### src/rtl/dmem_arbiter.sv
// Two-port round-robin arbiter and sequencer for a single-port data RAM.
// Optional per-port completed-access counters are built when DMEM_ARB_STATS_EN is defined.
module dmem_arbiter #(
    parameter int ADDR_W = 8,
    parameter int DATA_W = 32,
    parameter int CNT_W  = 16
) (
    input  logic              CLK,
    input  logic              reset,
    input  logic              req0,
    input  logic              we0,
    input  logic [1:0]        mode0,
    input  logic [ADDR_W-1:0] addr0,
    input  logic [DATA_W-1:0] wdata0,
    output logic              gnt0,
    output logic              done0,
    output logic              err0,
    output logic [DATA_W-1:0] rdata0,
    input  logic              req1,
    input  logic              we1,
    input  logic [1:0]        mode1,
    input  logic [ADDR_W-1:0] addr1,
    input  logic [DATA_W-1:0] wdata1,
    output logic              gnt1,
    output logic              done1,
    output logic              err1,
    output logic [DATA_W-1:0] rdata1,
    output logic              MEMWrite,
    output logic [1:0]        readMode,
    output logic [ADDR_W-1:0] addr,
    output logic [DATA_W-1:0] inData,
    input  logic [DATA_W-1:0] outData,
    output logic [CNT_W-1:0]  gcnt0,
    output logic [CNT_W-1:0]  gcnt1
);

    typedef enum logic [1:0] {
        S_IDLE   = 2'd0,
        S_ACCESS = 2'd1,
        S_DONE   = 2'd2
    } state_t;

    state_t            r_state;
    logic              r_owner;
    logic              r_last;
    logic              r_we;
    logic              r_err;
    logic [1:0]        r_gnt;
    logic [1:0]        r_done;
    logic [1:0]        r_errout;
    logic [DATA_W-1:0] r_rdata [2];
    logic              r_memwrite;
    logic [1:0]        r_readmode;
    logic [ADDR_W-1:0] r_addr;
    logic [DATA_W-1:0] r_indata;

    logic [1:0]        w_req;
    logic              w_we    [2];
    logic [1:0]        w_mode  [2];
    logic [ADDR_W-1:0] w_addr  [2];
    logic [DATA_W-1:0] w_wdata [2];
    logic              w_launch;
    logic              w_port;
    logic              w_sel_err;

    assign w_req      = {req1, req0};
    assign w_we[0]    = we0;
    assign w_we[1]    = we1;
    assign w_mode[0]  = mode0;
    assign w_mode[1]  = mode1;
    assign w_addr[0]  = addr0;
    assign w_addr[1]  = addr1;
    assign w_wdata[0] = wdata0;
    assign w_wdata[1] = wdata1;

    function automatic logic addr_err(input logic [1:0] mode, input logic [ADDR_W-1:0] a);
        logic e;
        case (mode)
            2'b00:   e = (a[1:0] != 2'b00);
            2'b01:   e = a[0];
            2'b10:   e = 1'b0;
            default: e = 1'b1;
        endcase
        return e;
    endfunction

    // In DONE only the port that was not just served may be picked up.
    always_comb begin
        w_launch = 1'b0;
        w_port   = 1'b0;
        case (r_state)
            S_IDLE: begin
                w_launch = |w_req;
                w_port   = (&w_req) ? ~r_last : w_req[1];
            end
            S_DONE: begin
                w_port   = ~r_owner;
                w_launch = w_req[~r_owner];
            end
            default: begin
                w_launch = 1'b0;
                w_port   = 1'b0;
            end
        endcase
    end

    assign w_sel_err = addr_err(w_mode[w_port], w_addr[w_port]);

    always_ff @(posedge CLK) begin
        if (!reset) begin
            r_state    <= S_IDLE;
            r_owner    <= 1'b0;
            r_last     <= 1'b1;
            r_we       <= 1'b0;
            r_err      <= 1'b0;
            r_gnt      <= 2'b00;
            r_done     <= 2'b00;
            r_errout   <= 2'b00;
            r_rdata[0] <= '0;
            r_rdata[1] <= '0;
            r_memwrite <= 1'b0;
            r_readmode <= 2'b00;
            r_addr     <= '0;
            r_indata   <= '0;
        end else begin
            r_gnt      <= 2'b00;
            r_done     <= 2'b00;
            r_errout   <= 2'b00;
            r_memwrite <= 1'b0;
            r_readmode <= 2'b00;
            r_addr     <= '0;
            r_indata   <= '0;
            case (r_state)
                S_ACCESS: begin
                    r_done[r_owner]   <= 1'b1;
                    r_errout[r_owner] <= r_err;
                    if (!r_we && !r_err) begin
                        r_rdata[r_owner] <= outData;
                    end
                    r_last  <= r_owner;
                    r_state <= S_DONE;
                end
                default: begin
                    if (w_launch) begin
                        r_owner       <= w_port;
                        r_we          <= w_we[w_port];
                        r_err         <= w_sel_err;
                        r_gnt[w_port] <= 1'b1;
                        r_memwrite    <= w_we[w_port] & ~w_sel_err;
                        r_readmode    <= w_mode[w_port];
                        r_addr        <= w_addr[w_port];
                        r_indata      <= w_wdata[w_port];
                        r_state       <= S_ACCESS;
                    end else begin
                        r_state <= S_IDLE;
                    end
                end
            endcase
        end
    end

    // Gating with reset keeps a write from landing at an edge that abandons the access.
    assign MEMWrite = r_memwrite & reset;
    assign readMode = r_readmode;
    assign addr     = r_addr;
    assign inData   = r_indata;
    assign gnt0     = r_gnt[0];
    assign gnt1     = r_gnt[1];
    assign done0    = r_done[0];
    assign done1    = r_done[1];
    assign err0     = r_errout[0];
    assign err1     = r_errout[1];
    assign rdata0   = r_rdata[0];
    assign rdata1   = r_rdata[1];

`ifdef DMEM_ARB_STATS_EN
    localparam logic [CNT_W-1:0] CNT_ONE = {{(CNT_W-1){1'b0}}, 1'b1};

    for (genvar gi = 0; gi < 2; gi++) begin : g_cnt
        logic [CNT_W-1:0] r_gcnt;
        always_ff @(posedge CLK) begin
            if (!reset) begin
                r_gcnt <= '0;
            end else if (r_state == S_DONE && r_owner == 1'(gi) && !r_err && r_gcnt != '1) begin
                r_gcnt <= r_gcnt + CNT_ONE;
            end
        end
    end

    assign gcnt0 = g_cnt[0].r_gcnt;
    assign gcnt1 = g_cnt[1].r_gcnt;
`else
    assign gcnt0 = '0;
    assign gcnt1 = '0;
`endif

endmodule

### config.mk
export PLATFORM = sky130hd
export DESIGN_NAME = dmem_arbiter
export DESIGN_NICKNAME = d
export VERILOG_FILES = /design/src/rtl/dmem_arbiter.sv
export SDC_FILE = /design/constraint.sdc
export NUM_CORES = 1
export LEC_CHECK = 0
export CAP_MARGIN = 10
export CORE_MARGIN = 1.5
export CORE_UTILIZATION = 25
export CTS_CLUSTER_SIZE = 8
export DETAILED_ROUTE_END_ITERATION = 12
export GPL_ROUTABILITY_DRIVEN = 0
export GPL_TIMING_DRIVEN = 1
export PLACE_DENSITY_LB_ADDON = 0.1
export SYNTH_ARGS = -nofsm -noshare
export SYNTH_HDL_FRONTEND = slang
export SYNTH_SLANG_ARGS = --single-unit
### constraint.sdc
create_clock -name CLK -period 2.2 [get_ports CLK]
set_input_delay 0.55 -clock CLK [delete_from_list [all_inputs] [get_ports CLK]]
set_output_delay 0.55 -clock CLK [all_outputs]
set_load 0.02 [all_outputs]
==> results.md <==
* Post-synth top area cell: edfxtp_1
* Worst reg2reg setup slack at 480 ps
* Worst reg2reg path depth at 5
* Core footprint at 18,640 um^2
* Final Non-Filler Cells at 920
* First-pass GRT wire length at 21,500 um
* CTS tree: done
* Crit-path slowest cell: clkdlybuf4s50_1
* Max-cap viol count at 0
* Final Slew Violations at 0
* Post-CTS setup repair buffer count at 0
* Post-synth EDFFs at 64
* Avg Cell Area, Syn at 11.28 um^2
* Routed Antenna Nets at 0
* Root buffer cell: clkbuf_16
* Area contributors post-synth: edfxtp_1 41%, dfxtp_1 23%, and2_1 8.6%
* Synthesized area at 4726 um^2
* Critical-path maximum fanout at 5
* Largest net degree at the start of global routing at 46
* CP bufs+invs at 3
* Final setup viols at 0
* Tot GR Track Use at 14.32%
* Crit. Startpoint: reset
* F_max at 487.1 MHz
* CP Capture Point: MEMWrite
* Antenna Cells at 0
* Sink Count at 119
* Routed length per instance at 15.44 um
* Vias at 4,019
* # port buffers at 234
* Post-DP HPWL at 10,150 um
* Overflow after GRT at 0
* # hold bufs at CTS at 0
* DIE WIDTH at 140.5 um
* Worst path top cell family by delay: buffers and inverters
* Fin crit period at 2053 ps
* Crit-path cells: clkdlybuf4s50_1 -> buf_4 -> and2_1 -> buf_4
* Row Count at 50
* Final #Nets at 795
* 1st-iter DRT viols at 101
* Hold Vio Cnt, Final at 0
* Tcrit/Tclk final at 93.32%
* Top FF cell, synth: edfxtp_1
* CTS clk-pin slew, worst paths at 50 ps
* Area growth, synth to finish at 70.69%
* Synth warn at 0
* Top cells by count, synth: 65 x and2_1, 64 x edfxtp_1, 55 x dfxtp_1, 48 x a21oi_1, 43 x o21ai_0
* Ys async rst share at 0%
* Die Height at 140.5 um
* DR pass1 iterations at 5
* Min-Delay Path Class: reg2reg
* Register area share after synthesis at 63.97%
* Residual DRC at 0
* CP Class: in2out
* Final Skew at 7.674 ps
* Critical R2R Launch: r_state[1]$_SDFF_PN0_
* Worst Hold Launch: r_last$_SDFFE_PN1P_
* Worst skew pair latency at 400 ps
* Vias per inst at 4.368
* Reg2Reg Capture Point: r_gnt[1]$_SDFF_PP0_
* Initial antenna violation count at 0
* CP most frequent cell: buf_4
* Pwr Density at 792.3 nW/um^2
* Maximum VDD drop at 480.0 uV
* RSZ-0062 raised after global routing: no
* WL final at 14,210 um
* Yosys cell types at 29
* Post_cts resized at 0
* Yosys top cell area share at 40.67%
* I/O pin count at 267
* H-tree depth at 4
* Most common cell in the netlist: and2_1
* Vias in the first global route at 4,012
* Status: complete, no violations
* Critical Path RT at 1650 ps
* CP Data Arrival Time at 1500 ps
* Crit-path max cell delay at 550 ps
* Critical Path Stages at 4
* Number of synthesized register bits at 119
* Cells after synthesis at 419
* Num CTS Buffers at 17
* Initial Utilization at 25.35%
* Cells after DPL at 888
* Final core occ at 43.27%
* Layout cells sized above 1 at 10.50%
* Register area at 3023 um^2
* Clock Tree Buf Depth at 2
* # fillers at 1,798
* Die ar. at 19,740 um^2
* Crit start category: primary input
* Area of the multi-input gates at 1451 um^2
* Worst setup EP type: output pin
* Pleak at 0.003046 uW
[worst register-to-register path, cell delays in order, from the launching register on]
cell and delay [ps]:
dfxtp_1 370, nand2_1 90, a21oi_1 70, or4b_2 720
buf_4 220, nor3_1 160
[cell type report]
class / count / area share, %
Tap cell: 234 / 3.630
Sequential cell: 119 / 37.47
Multi-Input combinational cell: 261 / 17.99
Inverter: 8 / 0.3723
Clock inverter: 14 / 1.830
Clock buffer: 18 / 5.320
Timing Repair Buffer: 266 / 33.38
[logic make-up after synthesis]
logic type      synth area share [%]
other cells                  0.07935
compound gates                 10.72
buf+inv                        8.446
mux                           0.9531
flops                          63.97
simple gates                   15.83
[state kept, by name (all words and copies together) (netlist names)]
register / flops
r_last: 1
addr: 8
r_done: 2
readMode: 2
r_we: 1
r_gnt: 2
r_state: 2
r_err: 1
r_rdata: 64
r_owner: 1
r_errout: 2
r_memwrite: 1
inData: 32
[power breakdown]
part           leakage [uW]  switching [uW]  internal, uW  total, uW
Clock              0.000283            1030          1680       2700
Sequential          0.00111            48.8          2480       2530
Combinational       0.00165             574           582       1160
[cell usage in the layout, fill, tap and decap left out, drive strengths merged, types with 4 or more instances in the layout]
cell type / synthesis / final
inv: 8 / 12
nand3: 42 / 42
dfxtp: 55 / 55
o21ai: 43 / 43
nor2: 4 / 4
and2: 65 / 65
a21oi: 48 / 48
nand2b: 4 / 4
edfxtp: 64 / 64
buf: 35 / 33
clkinv: 0 / 7
clkdlybuf4s50: 0 / 233
clkbuf: 27 / 18
conb: 1 / 32
[routing by layer]
layer  vias to the layer above  share of wire, %  global-route usage [%]
met4                         0               1.7                   5.976
li1                       1913                 -                       -
met3                        17                11                   6.632
met2                       199                48                   23.63
met5                         -                 0                       0
met1                      1890                40                   15.97
[metrics by stage]
| step | instance area, um^2 | setup TNS [ps] | hold slack (ps) | power (uW) | setup slack [ps] |
|---|---|---|---|---|---|
| 2_1_floorplan | 4847 | 0 | 441.1 | 3099 | 291.3 |
| 3_3_place_gp | 7490 | -5604 | 464.8 | 3735 | -103.7 |
| 3_5_place_dp | 7490 | -6001 | 481.9 | 3744 | -131.5 |
| 4_1_cts | 8066 | 0 | 496.3 | 6499 | 127.3 |
| 5_1_grt | 8066 | 0 | 523.9 | 6651 | 97.21 |
| 6_report | 8066 | 0 | 489.3 | 6391 | 146.9 |
[worst min-delay path by stage]
stage	cells past startpoint	endpoint	slack, ps
floorplan	2	r_last$_SDFFE_PN1P_	440
global placement	2	r_last$_SDFFE_PN1P_	460
detailed placement	2	r_last$_SDFFE_PN1P_	480
CTS	2	r_last$_SDFFE_PN1P_	500
global route	2	r_last$_SDFFE_PN1P_	520
finish	2	r_last$_SDFFE_PN1P_	490
No activity file was read; power rests on OpenSTA's default activity.
